### src/rtl/load_store_unit_pkg.sv
// Shared types for the load/store unit: access-size codes, FSM states and the
// alignment rule applied to every request.
package load_store_unit_pkg;

  localparam logic [1:0] SZ_BYTE = 2'b00;
  localparam logic [1:0] SZ_HALF = 2'b01;
  localparam logic [1:0] SZ_WORD = 2'b10;
  localparam logic [1:0] SZ_ILL  = 2'b11;

  typedef enum logic [2:0] {
    ST_IDLE,
    ST_RD,
    ST_WR,
    ST_RMW_RD,
    ST_RMW_WR,
    ST_DONE
  } lsu_state_e;

  // The illegal size code is handled exactly like a word access.
  function automatic logic is_misaligned(input logic [1:0] size, input logic [1:0] offset);
    case (size)
      SZ_BYTE:         return 1'b0;
      SZ_HALF:         return offset[0];
      SZ_WORD, SZ_ILL: return |offset;
    endcase
  endfunction

endpackage

### src/rtl/load_store_unit_if.sv
// Word-granular data-memory bus between the load/store unit (master) and Data_Memory (slave).
interface load_store_unit_if;
  logic [31:0] mem_addr_o;
  logic        mem_read_o;
  logic        mem_write_o;
  logic [31:0] mem_wdata_o;
  logic [31:0] mem_rdata_i;
  logic        mem_ack_i;

  modport master (
    output mem_addr_o, mem_read_o, mem_write_o, mem_wdata_o,
    input  mem_rdata_i, mem_ack_i
  );

  modport slave (
    input  mem_addr_o, mem_read_o, mem_write_o, mem_wdata_o,
    output mem_rdata_i, mem_ack_i
  );
endinterface

### src/rtl/load_store_unit_align.sv
// Byte-lane steering: load extract with sign/zero extension and sub-word store merge
// into an existing little-endian memory word.
module load_store_unit_align
  import load_store_unit_pkg::*;
(
  input  logic [31:0] word,
  input  logic [1:0]  offset,
  input  logic [1:0]  size,
  input  logic        is_unsigned,
  input  logic [31:0] wdata,
  output logic [31:0] load_data,
  output logic [31:0] merge_data
);

  logic [4:0]  shamt;
  logic [7:0]  lane_b;
  logic [15:0] lane_h;
  logic [31:0] mask;
  logic [31:0] lane;

  assign shamt = {offset, 3'b000};

  always_comb begin
    lane_b    = 8'(word >> shamt);
    lane_h    = 16'(word >> shamt);
    load_data = word;
    mask      = '1;
    lane      = wdata;
    case (size)
      SZ_BYTE: begin
        load_data = {{24{lane_b[7] & ~is_unsigned}}, lane_b};
        mask      = 32'h0000_00FF << shamt;
        lane      = {24'd0, wdata[7:0]} << shamt;
      end
      SZ_HALF: begin
        load_data = {{16{lane_h[15] & ~is_unsigned}}, lane_h};
        mask      = 32'h0000_FFFF << shamt;
        lane      = {16'd0, wdata[15:0]} << shamt;
      end
      default: begin
      end
    endcase
    merge_data = (word & ~mask) | (lane & mask);
  end

endmodule

### src/rtl/load_store_unit.sv
// MEM-stage load/store unit: issues word-aligned read/write strobes, stalls the pipeline
// until acknowledge or timeout, and performs read-modify-write for sub-word stores.
module load_store_unit
  import load_store_unit_pkg::*;
#(
  parameter int unsigned TIMEOUT = 16,
  parameter int unsigned TO_W    = 5
) (
  input  logic              clk_i,
  input  logic              rst_i,
  input  logic              MemRead_i,
  input  logic              MemWrite_i,
  input  logic [1:0]        size_i,
  input  logic              unsigned_i,
  input  logic [31:0]       addr_i,
  input  logic [31:0]       wdata_i,
  output logic [31:0]       rdata_o,
  output logic              stall_o,
  output logic              done_o,
  output logic              misaligned_o,
  output logic              err_o,
  load_store_unit_if.master mem
);

  lsu_state_e      state;
  logic [TO_W-1:0] wait_cnt;
  logic [31:0]     mem_addr_q;
  logic [31:0]     mem_wdata_q;
  logic            mem_read_q;
  logic            mem_write_q;
  logic            req;
  logic            misaligned;
  logic            subword;
  logic            timed_out;
  logic [31:0]     load_data;
  logic [31:0]     merge_data;

  assign req        = MemRead_i | MemWrite_i;
  assign misaligned = is_misaligned(size_i, addr_i[1:0]);
  assign subword    = (size_i == SZ_BYTE) || (size_i == SZ_HALF);
  assign timed_out  = (wait_cnt == TO_W'(TIMEOUT - 1));
  assign stall_o    = req & (state != ST_DONE);

  assign mem.mem_addr_o  = mem_addr_q;
  assign mem.mem_wdata_o = mem_wdata_q;
  assign mem.mem_read_o  = mem_read_q;
  assign mem.mem_write_o = mem_write_q;

  load_store_unit_align u_align (
    .word        (mem.mem_rdata_i),
    .offset      (addr_i[1:0]),
    .size        (size_i),
    .is_unsigned (unsigned_i),
    .wdata       (wdata_i),
    .load_data   (load_data),
    .merge_data  (merge_data)
  );

  // Access FSM; result flags are written only on entry to DONE so they self-clear after one cycle.
  always_ff @(posedge clk_i) begin
    if (rst_i) begin
      state        <= ST_IDLE;
      wait_cnt     <= '0;
      mem_addr_q   <= '0;
      mem_wdata_q  <= '0;
      mem_read_q   <= 1'b0;
      mem_write_q  <= 1'b0;
      rdata_o      <= '0;
      done_o       <= 1'b0;
      misaligned_o <= 1'b0;
      err_o        <= 1'b0;
    end else begin
      done_o       <= 1'b0;
      misaligned_o <= 1'b0;
      err_o        <= 1'b0;
      rdata_o      <= '0;
      case (state)
        ST_IDLE: begin
          wait_cnt <= '0;
          if (req && misaligned) begin
            state        <= ST_DONE;
            done_o       <= 1'b1;
            misaligned_o <= 1'b1;
          end else if (req) begin
            mem_addr_q <= {addr_i[31:2], 2'b00};
            if (!MemWrite_i) begin
              state      <= ST_RD;
              mem_read_q <= 1'b1;
            end else if (subword) begin
              state      <= ST_RMW_RD;
              mem_read_q <= 1'b1;
            end else begin
              state       <= ST_WR;
              mem_write_q <= 1'b1;
              mem_wdata_q <= wdata_i;
            end
          end
        end
        ST_RD, ST_WR, ST_RMW_RD, ST_RMW_WR: begin
          if (mem.mem_ack_i && state == ST_RMW_RD) begin
            state       <= ST_RMW_WR;
            wait_cnt    <= '0;
            mem_read_q  <= 1'b0;
            mem_write_q <= 1'b1;
            mem_wdata_q <= merge_data;
          end else if (mem.mem_ack_i || timed_out) begin
            // An ack in the last allowed cycle still completes normally.
            state       <= ST_DONE;
            wait_cnt    <= '0;
            done_o      <= 1'b1;
            err_o       <= ~mem.mem_ack_i;
            mem_read_q  <= 1'b0;
            mem_write_q <= 1'b0;
            mem_addr_q  <= '0;
            mem_wdata_q <= '0;
            if (mem.mem_ack_i && state == ST_RD) rdata_o <= load_data;
          end else begin
            wait_cnt <= wait_cnt + TO_W'(1);
          end
        end
        ST_DONE: begin
          state    <= ST_IDLE;
          wait_cnt <= '0;
        end
        default: begin
          state    <= ST_IDLE;
          wait_cnt <= '0;
        end
      endcase
    end
  end

endmodule

### src/flat_wrapper.sv
// flat-port wrapper written by rule: the top's interface ports become plain ports
module load_store_unit_flat import load_store_unit_pkg::*;
#(
  parameter int unsigned TIMEOUT = 16,
  parameter int unsigned TO_W    = 5
)
  (clk_i, rst_i, MemRead_i, MemWrite_i, size_i, unsigned_i, addr_i, wdata_i, rdata_o, stall_o, done_o, misaligned_o, err_o, mem_mem_addr_o, mem_mem_read_o, mem_mem_write_o, mem_mem_wdata_o, mem_mem_rdata_i, mem_mem_ack_i);
  load_store_unit_if mem_i ();
  input  logic clk_i;
  input  logic rst_i;
  input  logic MemRead_i;
  input  logic MemWrite_i;
  input  logic [1:0] size_i;
  input  logic unsigned_i;
  input  logic [31:0] addr_i;
  input  logic [31:0] wdata_i;
  output logic [31:0] rdata_o;
  output logic stall_o;
  output logic done_o;
  output logic misaligned_o;
  output logic err_o;
  output wire logic [$bits(mem_i.mem_addr_o)-1:0] mem_mem_addr_o;
  output wire logic [$bits(mem_i.mem_read_o)-1:0] mem_mem_read_o;
  output wire logic [$bits(mem_i.mem_write_o)-1:0] mem_mem_write_o;
  output wire logic [$bits(mem_i.mem_wdata_o)-1:0] mem_mem_wdata_o;
  input wire logic [$bits(mem_i.mem_rdata_i)-1:0] mem_mem_rdata_i;
  input wire logic [$bits(mem_i.mem_ack_i)-1:0] mem_mem_ack_i;
  assign mem_mem_addr_o = mem_i.mem_addr_o;
  assign mem_mem_read_o = mem_i.mem_read_o;
  assign mem_mem_write_o = mem_i.mem_write_o;
  assign mem_mem_wdata_o = mem_i.mem_wdata_o;
  assign mem_i.mem_rdata_i = mem_mem_rdata_i;
  assign mem_i.mem_ack_i = mem_mem_ack_i;
  load_store_unit #(.TIMEOUT(TIMEOUT), .TO_W(TO_W)) u_core (.clk_i(clk_i), .rst_i(rst_i), .MemRead_i(MemRead_i), .MemWrite_i(MemWrite_i), .size_i(size_i), .unsigned_i(unsigned_i), .addr_i(addr_i), .wdata_i(wdata_i), .rdata_o(rdata_o), .stall_o(stall_o), .done_o(done_o), .misaligned_o(misaligned_o), .err_o(err_o), .mem(mem_i));
endmodule
### config.mk
export PLATFORM = sky130hd
export DESIGN_NAME = load_store_unit_flat
export DESIGN_NICKNAME = d
export VERILOG_FILES = /design/src/rtl/load_store_unit_pkg.sv /design/src/rtl/load_store_unit_if.sv /design/src/rtl/load_store_unit_align.sv /design/src/rtl/load_store_unit.sv /design/src/flat_wrapper.sv
export SDC_FILE = /design/constraint.sdc
export NUM_CORES = 1
export LEC_CHECK = 0
export ABC_AREA = 0
export CAP_MARGIN = 30
export CORE_MARGIN = 2
export CORE_UTILIZATION = 47
export CTS_CLUSTER_SIZE = 30
export DETAILED_ROUTE_END_ITERATION = 16
export PLACE_DENSITY = 0.95
export SYNTH_ARGS = -nofsm -noshare
export SYNTH_HDL_FRONTEND = slang
export SYNTH_SLANG_ARGS = --single-unit
### constraint.sdc
create_clock -name clk_i -period 6 [get_ports clk_i]
set_input_delay 1.2 -clock clk_i [delete_from_list [all_inputs] [get_ports clk_i]]
set_output_delay 1.2 -clock clk_i [all_outputs]
set_load 0.01 [all_outputs]
-- Word level (Yosys, flattened, before mapping)
Index checks and enable logic that the tools add are counted.
- register bits: 109
- output and inout port bits: 102
- bits of input ports: 104
- shift-type cells: 5
- $add $sub $neg: 1
- reductions and logical operators: 19
- eq/ne operators: 18
- muxes and demuxes: 39
- bitwise gates (word level): 14
- operator list (operator ; count):
    32-bit one-hot mux with 2 select lines ; 5
    32-bit two-way mux ; 9
    32-bit bitwise AND ; 2
    32-bit inverter ; 1
    32-bit OR ; 1
    16-bit by 5-bit left shift with 32-bit output ; 1
    16-bit by 5-bit left shift with 32-bit output, first input constant ; 1
    8-bit by 5-bit left shift with 32-bit output ; 1
    8-bit by 5-bit left shift with 32-bit output, first input constant ; 1
    32-bit by 5-bit right shift with 16-bit output ; 1
    1-bit two-way mux ; 15
    3-bit two-way mux ; 5
    4-bit OR reduction ; 3
    5-bit AND reduction ; 2
    2-bit inequality test, second input constant ; 4
    3-bit by 2-bit == test with 1-bit output, second input constant ; 2
    3-bit by 1-bit inequality test with 1-bit output, second input constant ; 2
    1-bit inverter ; 6
    1-bit one-hot mux with 2 select lines ; 3
    3-bit one-hot mux with 2 select lines ; 1
    6-bit AND reduction ; 1
    2-bit OR reduction ; 3
    5-bit by 1-bit adder with 5-bit output, second input constant ; 1
    5-bit by 4-bit == test with 1-bit output, second input constant ; 1
    17 further kinds ; 24

-- Depth between registers and ports, before layout
- depth in word-level cells: 7
- depth in mapped cells: 10

-- By module
Synthesis repeated with hierarchy kept, for this count alone.
- cell total of the unflattened synthesis: 695
- area total of the unflattened synthesis: 6039.5 um2
- by module, submodules not included (module ; times used ; area each (um2) ; cells an instance):
    load_store_unit ; 1 ; 4315.4 ; 425
    load_store_unit_align ; 1 ; 1724.2 ; 270

-- Worst setup path before layout
Ideal clock, no wire load.
- kind: input-to-output
- start: input MemRead_i
- end: output stall_o
- cell stages on the path: 2
- data required time: 4800 ps
- path buffers: 0
- path slack: 3336 ps
- arrival: 1464 ps
- cells stage by stage: nor2_1 a31oi_1
- longest elaborated chain between the ends: 2
- RTL lines (what ; line ; text):
    start: declaration ; flat_wrapper.sv:11 ; input logic MemRead_i;
    1-bit OR ; load_store_unit.sv:38 ; assign req = MemRead_i | MemWrite_i;
    1-bit bitwise AND ; load_store_unit.sv:42 ; assign stall_o = req & (state != ST_DONE);
    end: declaration ; flat_wrapper.sv:18 ; output logic stall_o;
Every way passes these cells.

-- Worst setup path in the final report
- start: input MemWrite_i
- end: output stall_o
- longest elaborated chain between the ends: 2
- RTL lines (what ; line ; text):
    start: declaration ; flat_wrapper.sv:12 ; input logic MemWrite_i;
    1-bit OR ; load_store_unit.sv:38 ;
    1-bit bitwise AND ; load_store_unit.sv:42 ;
Every way passes these cells.

==> flow_summary_export.csv <==
group,metric,value,unit
clocking,cts_hold_buffers,0,
floorplan,fp-row-count,38,
synthesis,synth_area,5240,µm²
critical_path,cp_max_fo,4,
synthesis,synth_xor_area_frac,0.00334,
place,dpl_worst_slack,2.14,ns
place,place.gp.congestion,1.01,
finish,post-route-cell-area,7450,µm²
timing,finClkSkew,0.0110,ns
clocking,cts_made_buffers,9,
floorplan,die_area,12000,µm²
pwr,leakagePower,2.89,nW
clocking,root_buffer,"clkbuf_8",
clocking,cts.sinks,107,
timing,setup_violations,0,
timing,final.setup.tns,0,ns
synthesis,ys_seq_area_frac,0.409,
place,io_buffers,203,
clocking,cts_setup_buffers,0,
synthesis,synth_top_family_by_area,"compound AO/OA/AOI/OAI gates",
timing,rsz0062_at_grt,"false",
pwr,power_density,241,nW/µm²
grt,busiest_layer,"met2",
detailed_routing,drt_wl_total,18900,µm
grt,grt_use_total,0.304,
synthesis,synth_simple_gate_area_frac,0.128,
pwr,totalPowerFinal,1.79,mW
place,dpl.hpwl,14000,µm
grt,grt_first_pass_wirelength,27900,µm
floorplan,core_area,10800,µm²
finish,multi_input_area,2790,µm²
finish,regArea,2140,µm²
clocking,cts_buffer_depth,2,
place,dpl_cell_area,7250,µm²
clocking,cts_tree,"yes",
finish,syn_to_final_growth,42.1,%
place,place_inst,871,
grt,grt_pass1_vias,5156,
clocking,h-tree-depth,3,
grt,grt.met2_usage,0.474,
synthesis,synth_cell_types,64,
synthesis,yosys_warnings,0,
critical_path,crit_type,"input port to output port",
timing,max_slew_margin,0.272,
min_path,hold_path_class,"flip-flop to flip-flop",
finish,n_fill_cell,826,
floorplan,start_util,0.483,
min_path,holdPathStages,1,
synthesis,async_flop_share,0,
grt,antenna_found_initial,0,
detailed_routing,vias,5522,
detailed_routing,vias_per_cell,6.23,
timing,drv_slew,0,
floorplan,die_x,110,µm
clocking,cts.repair.resized,0,
grt,globalRouteMet1Util,0.416,
clocking,cts.reportedPaths.clkPinSlew,0.11,ns
timing,fmax,267,MHz
critical_path,required,4.80,ns
finish,layout.nets,848,
detailed_routing,route.detailed.wl_per_inst,21.3,µm
grt,globalRouteOverflowTotal,0,
grt,grt_use_met3,0.0486,
clocking,clk-insertion-delay-late,0.39,ns
critical_path,start_kind,"input port",
synthesis,synth_flop_cell,"dfxtp_1",
synthesis,avgSynthCellArea,9.15,µm²
timing,min_period,3.75,ns
finish,num_antenna_cells,0,
synthesis,synth_edf_count,0,
grt,grt_max_degree,61,
detailed_routing,drt_iter0_markers,689,
run_status,status,"complete, no violations",
critical_path,critPathArrivalTime,2.55,ns
pwr,peakVddDrop,0.127,mV
detailed_routing,drc_errors,0,
timing,worst_pin_slew,1.09,ns
synthesis,synth.area.mux_share,0.0406,
timing,final_hold_viol_count,0,
job,maxCapViolCount,0,
synthesis,synth_compound_area_frac,0.352,
floorplan,io_pins,206,
detailed_routing,firstDrtPassIters,6,
floorplan,die_y,110,µm
synthesis,ys_ff_latch,107,
detailed_routing,ant_nets,0,
critical_path,r2r_cells,4,
synthesis,synthAdderAreaFrac,0.00477,
timing,worst_slack,2.25,ns
synthesis,syn_inst,573,
critical_path,endpoint_kind,"output port",
finish,drive_gt1_frac,0.0723,
timing,finalCritPeriodShare,0.625,
finish,layout.cells.non_filler,887,
==> placed cells by master, fill, tap and decap left out, types with 3 or more instances in the layout <==
cell               n
clkdlybuf4s50_1  202
dfxtp_1          107
nand2_1           43
a22o_1            37
o21ai_0           36
nor2_1            30
a21oi_1           28
mux2i_1           19
a21o_1            17
inv_1             15
a311oi_1          14
nor2b_1           13
o22a_1            13
or2_2             10
a311oi_2          10
o2bb2ai_1          9
o21ai_1            9
nand3_1            9
clkbuf_8           9
a221oi_1           8
a221o_1            8
a211o_1            8
a32o_1             8
nor3_1             7
a22oi_1            7
buf_4              6
nand2b_1           5
a211oi_1           5
and3_1             4
inv_6              3
==> stage by stage <==
step	hold slack, ns	utilization
final	0.454	0.687
after global routing	0.489	0.687
after CTS	0.456	0.687
after detailed placement	0.440	0.669
after global placement	0.428	0.668
after floorplan	0.418	-
==> metal layers <==
metal,up-vias,wire length (µm)
met1,2619,7680
met2,354,8740
met3,47,1850
met5,-,0
li1,2502,-
met4,0,589
==> critical path, stage by stage <==
cell and delay (ns):
clkdlybuf4s50_1 0.53, nor2_1 0.08, a31oi_1 0.16, clkdlybuf4s50_1 0.58
==> cell usage after synthesis, types with 6 or more instances <==
| master | number | area share |
|---|---|---|
| o21ai_0 | 36 | 0.034 |
| a32o_1 | 8 | 0.015 |
| nor2b_1 | 13 | 0.016 |
| nor2_1 | 30 | 0.021 |
| buf_1 | 6 | 0.0043 |
| a21oi_1 | 28 | 0.027 |
| a211o_1 | 8 | 0.013 |
| nand2_1 | 43 | 0.031 |
| or2_2 | 10 | 0.012 |
| a311oi_1 | 14 | 0.023 |
| a311oi_2 | 10 | 0.029 |
| clkbuf_1 | 18 | 0.013 |
| a221o_1 | 8 | 0.015 |
| nor3_1 | 7 | 0.0067 |
| a22oi_1 | 7 | 0.010 |
| a221oi_1 | 8 | 0.013 |
| a21o_1 | 17 | 0.024 |
| buf_2 | 23 | 0.022 |
| mux2i_1 | 19 | 0.036 |
| inv_1 | 15 | 0.011 |
| o22a_1 | 13 | 0.022 |
| o2bb2ai_1 | 9 | 0.015 |
| a22o_1 | 37 | 0.062 |
| nand3_1 | 9 | 0.0086 |
| o21ai_1 | 9 | 0.0086 |
| dfxtp_1 | 107 | 0.41 |
==> registers in the layout (all words and copies together) (netlist names) <==
signal	flops
u_core.mem.mem_addr_o	30
u_core.done_o	1
u_core.err_o	1
u_core.misaligned_o	1
u_core.state	3
u_core.rdata_o	32
u_core.wait_cnt	5
u_core.mem.mem_wdata_o	32
u_core.mem.mem_read_o	1
u_core.mem.mem_write_o	1
==> cell type report <==
| cell class | instances | area share |
|---|---|---|
| repair buffers | 210 | 0.280 |
| clock inverters | 7 | 0.00907 |
| multi-input cells | 398 | 0.375 |
| clock buffers | 9 | 0.0166 |
| well taps | 140 | 0.0235 |
| flip-flops and latches | 107 | 0.288 |
| inverters | 16 | 0.00807 |
==> final timing paths <==
kind | start | end | slack (ns)
worst min-delay path | u_core.wait_cnt[0] | u_core.wait_cnt[0] | 0.45
worst max-delay path | MemWrite_i | stall_o | 2.25
worst min register to register | u_core.wait_cnt[0] | u_core.wait_cnt[0] | 0.45
worst max register to register | u_core.state[2] | u_core.mem.mem_wdata_o[27] | 3.36
==> kinds of logic after synthesis <==
family                   count (synthesis)
AO/OA/AOI/OAI                          236
AND/OR/NAND/NOR                        136
flip-flops                             107
buffers and inverters                   69
multiplexers                            20
adder cells (fa/ha/maj)                  2
XOR/XNOR                                 2
other                                    1
==> power breakdown <==
group	internal [mW]	switching, mW
clock	0.162	0.279
combinational	0.266	0.277
sequential	0.767	0.0408
total	1.19	0.597
Power figures use the tool's default switching activity.
